[src/rtl/hsid_pkg.sv]
// hsid_pkg: shared defaults and types for the HSID FIFO blocks.
package hsid_pkg;
    localparam int HSID_FIFO_NUM_CH     = 4;
    localparam int HSID_FIFO_DATA_WIDTH = 32;
    localparam int HSID_FIFO_DEPTH      = 16;
    localparam int HSID_FIFO_CNT_WIDTH  = $clog2(HSID_FIFO_DEPTH + 1);
    typedef logic [HSID_FIFO_CNT_WIDTH-1:0] hsid_fifo_level_t;
endpackage

[src/rtl/hsid_mc_fifo_ch.sv]
// hsid_mc_fifo_ch: one circular FIFO channel with replay (loop) mode.
// Error flags are built only when HSID_MC_FIFO_ERR_EN is defined.
module hsid_mc_fifo_ch
    import hsid_pkg::*;
#(
    parameter int DATA_WIDTH = HSID_FIFO_DATA_WIDTH,
    parameter int FIFO_DEPTH = HSID_FIFO_DEPTH,
    parameter int ADDR_WIDTH = $clog2(FIFO_DEPTH),
    parameter int CNT_WIDTH  = $clog2(FIFO_DEPTH + 1)
) (
    input  logic                  clk,
    input  logic                  rst,
    input  logic                  clear,
    input  logic                  loop_en,
    input  logic                  wr_en,
    input  logic                  rd_en,
    input  logic [DATA_WIDTH-1:0] data_in,
    input  logic [CNT_WIDTH-1:0]  almost_full_threshold,
    output logic [DATA_WIDTH-1:0] data_out,
    output logic                  data_valid,
    output logic [CNT_WIDTH-1:0]  level,
    output logic                  full,
    output logic                  almost_full,
    output logic                  empty,
    output logic                  overflow,
    output logic                  underflow
);
    localparam logic [ADDR_WIDTH-1:0] A1     = 1;
    localparam logic [CNT_WIDTH-1:0]  C1     = 1;
    localparam logic [CNT_WIDTH-1:0]  CDEPTH = CNT_WIDTH'(FIFO_DEPTH);

    logic [DATA_WIDTH-1:0] mem_q [FIFO_DEPTH];
    logic [ADDR_WIDTH-1:0] wr_ptr_q, wr_ptr_d, rd_ptr_q, rd_ptr_d, lp_ptr_q, lp_ptr_d, lp_inc;
    logic [CNT_WIDTH-1:0]  level_q, level_d;
    logic [DATA_WIDTH-1:0] data_q;
    logic                  valid_q, flush, do_wr, do_rd, lp_rd;

    assign flush       = rst || clear;
    assign full        = level_q == CDEPTH;
    assign empty       = level_q == '0;
    assign almost_full = level_q >= almost_full_threshold;
    assign do_wr       = !loop_en && wr_en && (!full || rd_en);
    assign do_rd       = !loop_en && rd_en && !empty;
    assign lp_rd       = loop_en && rd_en && !empty;
    assign lp_inc      = lp_ptr_q + A1;
    assign data_out    = data_q;
    assign data_valid  = valid_q;
    assign level       = level_q;

    // Outside loop mode the cursor follows the next read pointer so replay starts at the oldest word.
    always_comb begin
        wr_ptr_d = do_wr ? wr_ptr_q + A1 : wr_ptr_q;
        rd_ptr_d = do_rd ? rd_ptr_q + A1 : rd_ptr_q;
        level_d  = (do_wr && !do_rd) ? level_q + C1 : (do_rd && !do_wr) ? level_q - C1 : level_q;
        lp_ptr_d = !loop_en ? rd_ptr_d : !lp_rd ? lp_ptr_q : (lp_inc == wr_ptr_q) ? rd_ptr_q : lp_inc;
    end

    always_ff @(posedge clk) begin
        if (!flush && do_wr) mem_q[wr_ptr_q] <= data_in;
    end

    always_ff @(posedge clk) begin
        if (flush) begin
            wr_ptr_q <= '0;
            rd_ptr_q <= '0;
            lp_ptr_q <= '0;
            level_q  <= '0;
            data_q   <= '0;
            valid_q  <= 1'b0;
        end else begin
            wr_ptr_q <= wr_ptr_d;
            rd_ptr_q <= rd_ptr_d;
            lp_ptr_q <= lp_ptr_d;
            level_q  <= level_d;
            valid_q  <= do_rd || lp_rd;
            if (do_rd || lp_rd) data_q <= mem_q[loop_en ? lp_ptr_q : rd_ptr_q];
        end
    end

`ifdef HSID_MC_FIFO_ERR_EN
    logic ovf_q, udf_q;
    always_ff @(posedge clk) begin
        if (flush) begin
            ovf_q <= 1'b0;
            udf_q <= 1'b0;
        end else begin
            ovf_q <= ovf_q || (!loop_en && wr_en && full && !rd_en);
            udf_q <= udf_q || (rd_en && empty);
        end
    end
    assign overflow  = ovf_q;
    assign underflow = udf_q;
`else
    assign overflow  = 1'b0;
    assign underflow = 1'b0;
`endif
endmodule

[src/rtl/hsid_mc_fifo.sv]
// hsid_mc_fifo: NUM_CH independent replayable FIFOs sharing clock, reset and almost-full threshold.
// Sticky overflow/underflow flags are enabled with HSID_MC_FIFO_ERR_EN.
module hsid_mc_fifo
    import hsid_pkg::*;
#(
    parameter int NUM_CH     = HSID_FIFO_NUM_CH,
    parameter int DATA_WIDTH = HSID_FIFO_DATA_WIDTH,
    parameter int FIFO_DEPTH = HSID_FIFO_DEPTH,
    parameter int ADDR_WIDTH = $clog2(FIFO_DEPTH),
    parameter int CNT_WIDTH  = $clog2(FIFO_DEPTH + 1)
) (
    input  logic                         clk,
    input  logic                         rst,
    input  logic [NUM_CH-1:0]            clear,
    input  logic [NUM_CH-1:0]            loop_en,
    input  logic [NUM_CH-1:0]            wr_en,
    input  logic [NUM_CH-1:0]            rd_en,
    input  logic [NUM_CH*DATA_WIDTH-1:0] data_in,
    input  logic [CNT_WIDTH-1:0]         almost_full_threshold,
    output logic [NUM_CH*DATA_WIDTH-1:0] data_out,
    output logic [NUM_CH-1:0]            data_valid,
    output logic [NUM_CH*CNT_WIDTH-1:0]  level,
    output logic [NUM_CH-1:0]            full,
    output logic [NUM_CH-1:0]            almost_full,
    output logic [NUM_CH-1:0]            empty,
    output logic [NUM_CH-1:0]            overflow,
    output logic [NUM_CH-1:0]            underflow
);
    for (genvar c = 0; c < NUM_CH; c++) begin : g_ch
        hsid_mc_fifo_ch #(
            .DATA_WIDTH(DATA_WIDTH),
            .FIFO_DEPTH(FIFO_DEPTH),
            .ADDR_WIDTH(ADDR_WIDTH),
            .CNT_WIDTH (CNT_WIDTH)
        ) u_ch (
            .clk                  (clk),
            .rst                  (rst),
            .clear                (clear[c]),
            .loop_en              (loop_en[c]),
            .wr_en                (wr_en[c]),
            .rd_en                (rd_en[c]),
            .data_in              (data_in[c*DATA_WIDTH +: DATA_WIDTH]),
            .almost_full_threshold(almost_full_threshold),
            .data_out             (data_out[c*DATA_WIDTH +: DATA_WIDTH]),
            .data_valid           (data_valid[c]),
            .level                (level[c*CNT_WIDTH +: CNT_WIDTH]),
            .full                 (full[c]),
            .almost_full          (almost_full[c]),
            .empty                (empty[c]),
            .overflow             (overflow[c]),
            .underflow            (underflow[c])
        );
    end
endmodule
[config.mk]
export PLATFORM = sky130hd
export DESIGN_NAME = hsid_mc_fifo
export DESIGN_NICKNAME = d
export VERILOG_FILES = /design/src/rtl/hsid_pkg.sv /design/src/rtl/hsid_mc_fifo_ch.sv /design/src/rtl/hsid_mc_fifo.sv
export SDC_FILE = /design/constraint.sdc
export NUM_CORES = 2
export LEC_CHECK = 0
export CAP_MARGIN = 20
export CORE_MARGIN = 4
export CORE_UTILIZATION = 50
export DETAILED_ROUTE_END_ITERATION = 7
export HOLD_SLACK_MARGIN = 0.06
export PLACE_DENSITY = 0.67
export SYNTH_ARGS = -nofsm -noshare
export SYNTH_HDL_FRONTEND = slang
export SYNTH_SLANG_ARGS = --single-unit
[constraint.sdc]
create_clock -name clk -period 6.58 [get_ports clk]
set_input_delay 0.658 -clock clk [delete_from_list [all_inputs] [get_ports clk]]
set_output_delay 0.658 -clock clk [all_outputs]
set_load 0.01 [all_outputs]
==> reports/metrics.yaml <==
postSynth.topFlopCell: "sky130_fd_sc_hd__edfxtp_1"
clock_latency_ns: 0.84
yosysUniqueCellTypes: 68
crit_path_start_kind: "input port"
grt_antenna_before_repair: 24
most_common_cell_after_layout_fill_and_taps_aside: "sky130_fd_sc_hd__edfxtp_1"
combPwrFrac_pct: 4.5
finalSetupTns_ns: 0
grt_setup_unrepaired: "no"
number_of_synthesized_register_bits: 2248
synth_area_per_cell_um2: 15.6
power_report.internal_total_mw: 23.4
vias: 50700
clk_transition_reported_paths_ns: 0.06
area_growth_syn_to_layout_pct: 15.6
layout.cell_area.non_filler_mm2: 0.102
floorplan.core_area_mm2: 0.174
num_rows: 153
ctsHtreeMaxLevel: 4
endpoint_kind: "output port"
placed_area_mm2: 0.0939
report.final.slew_viol_count: 0
numCtsBuffers: 221
clk_root_buffer_cell: "sky130_fd_sc_hd__clkbuf_16"
grt_first_pass_wirelength_mm: 321
floorplan.initialDensity_pct: 50.4
globalRoute.totalOverflow: 0
met1_demand_to_capacity_share_in_global_routing_pct: 32.6
final_critical_path_setup_slack_ns: 2.52
cts_setup_buffers: 0
post_synth_inst_count: 5615
static_leakage_nw: 32.8
cp_data_arrival_time_ns: 3.40
cap_violations: 0
floorplan.io_pins: 323
die_h_um: 427
tritoncts: "yes"
post-synth-top-area-fraction_pct: 70.0
netlist_top_cells_area: "sky130_fd_sc_hd__edfxtp_1 (70%), sky130_fd_sc_hd__mux4_2 (6.3%), sky130_fd_sc_hd__dfxtp_1 (4.6%)"
timing.final.crit_period_ns: 4.06
timing_worst_slew_pin_value_ns: 1.20
grt.met3_usage_pct: 4.32
seqPwrFrac_pct: 53.2
power.net_switching_mw: 6.21
cts_max_path_buffers: 3
gp_congestion: 0.790
ys_seq_area_share_pct: 74.6
worst_clock_skew_ns: 0.0267
num-nets-final: 6143
critical_path_required_ns: 5.92
async_reset_ff_share_pct: 0
final_core_utilization_pct: 58.3
vias_in_the_first_global_route: 50000
die_area_mm2: 0.182
final_antenna_net_count: 0
finalHoldWorstSlack_ns: 0.424
vdd_ir_drop_max_v: 0.000255
worst_rel_slew_slack_pct: 19.9
synth_edf_count: 2048
cts-resized-gates: 0
timing.critical_path.fanout_max: 4
finalCritPeriodShare_pct: 61.7
detailedPlace.worstSlack_ns: 2.04
routed_wire_length_per_instance_um: 25.5
synth.cell_area_mm2: 0.0878
cts_hold_buf: 0
pin_count_of_the_biggest_net_entering_global_routing: 133
die_w_um: 427
grt_busiest_layer: "met2"
p_clk_share_pct: 42.4
drc: 0
synth_warnings: 0
drt_first_pass_iters: 6
drive_gt1_share_pct: 13.7
timing_worst_setup_path_type: "input port to output port"
dp_hpwl_mm: 122
port_buffers: 314
final_cell_mix: "sky130_fd_sc_hd__edfxtp_1 (2048), sky130_fd_sc_hd__nand2_1 (1019), sky130_fd_sc_hd__a21oi_1 (406)"
sw_frac_of_total_pct: 21.0
post-synth-top-area-cell: "sky130_fd_sc_hd__edfxtp_1"
wl_mm: 216
global_route.usage.met2_pct: 38.0
timing.fmax_ghz: 0.246
run_status: "finished, final reports clean"
clkSinkCount: 2248
final-setup-viol-count: 0
viasPerCell: 5.99
timing.final.hold_violations: 0
power.density_cell_area_mw_per_mm2: 291
gr-usage-all-layers_pct: 23.5
timing.hold.worst.class: "input port to register"
dr_iter_0_viols: 5375
metrics by stage:
stage,power [mW],instances
finish,29.6,8466
detailed placement,17.3,8017
floorplan,16.7,5622
global placement,17.3,8016
CTS,29.8,8438
global route,30.5,8455
critical path, stage by stage:
cell	delay (ns)
sky130_fd_sc_hd__clkdlybuf4s50_1	0.87
sky130_fd_sc_hd__ha_1	0.33
sky130_fd_sc_hd__nand2b_1	0.14
sky130_fd_sc_hd__a21o_1	0.17
sky130_fd_sc_hd__a21o_1	0.17
sky130_fd_sc_hd__a21o_1	0.17
sky130_fd_sc_hd__a21o_1	0.32
sky130_fd_sc_hd__clkdlybuf4s50_1	0.55
Yosys cell counts, drive strengths merged, types with 5 or more instances:
master and instances:
edfxtp 2048, nand2 1019, a21oi 407, nand3 255, mux4 245, clkbuf 220
dfxtp 200, o21ai 176, buf 140, a2111oi 122, o2111ai 112, nor2 107
mux2i 67, ha 60, inv 60, xnor2 50, nor4 30, a21o 28
and2 26, xor2 24, nor3 22, o211ai 16, a31oi 14, mux2 13
nand4 13, nor3b 13, nand2b 12, nand3b 12, o22ai 8, and3 7
and3b 7, or3 7, a311oi 6, o221ai 6, a22o 5, o21a 5
power groups by stage:
stage                     combinational (mW)  sequential (mW)  clock, mW
after global routing                    1.43             15.7       13.4
after detailed placement                1.32             16.0          0
final                                   1.32             15.7       12.5
after CTS                               1.33             15.7       12.7
after global placement                  1.29             16.0          0
after floorplan                        0.663             16.0          0
path summary, 6_finish.rpt:
check	start	end	slack (ns)	cells past startpoint
max	almost_full_threshold[0]	almost_full[2]	2.52	8
min	loop_en[2]	g_ch[2].u_ch.lp_ptr_q[1]	0.42	3
max reg2reg	g_ch[0].u_ch.level[0]	g_ch[0].u_ch.level[4]	2.80	13
min reg2reg	g_ch[2].u_ch.data_out[19]	g_ch[2].u_ch.data_out[19]	0.55	2
logic make-up after synthesis:
family	after synthesis	share of synthesized area, %
AO/OA/AOI/OAI	935	6.79
buffers and inverters	420	2.13
adder cells (fa/ha/maj)	64	0.946
XOR/XNOR	77	0.817
AND/OR/NAND/NOR	1545	7.48
multiplexers	325	7.23
flip-flops	2248	74.6
other	1	0.00427
sequential cells by signal, indices dropped and copies added (netlist names):
name,flops
g_ch.u_ch.data_out,128
g_ch.u_ch.data_valid,4
g_ch.u_ch.level,20
g_ch.u_ch.lp_ptr_q,16
g_ch.u_ch.mem_q,2048
g_ch.u_ch.rd_ptr_q,16
g_ch.u_ch.wr_ptr_q,16
per-layer routing:
layer,part of all wire (%),vias to the layer above
met1,41,26000
met2,49,2110
met5,0.037,-
met3,7.8,353
li1,-,22300
met4,2.8,12
layout make-up:
cell class                 instances  area (µm²)
tap                             2325        2910
antenna                           15        37.5
multi-input combinational       2954       21100
timing repair buffer             443        4420
clock buffer                     316        6230
inverter                          60         225
fill                           13100       72700
clock inverter                   105        1060
sequential                      2248       65500
Note: power is estimated with default switching activity, not from simulation.
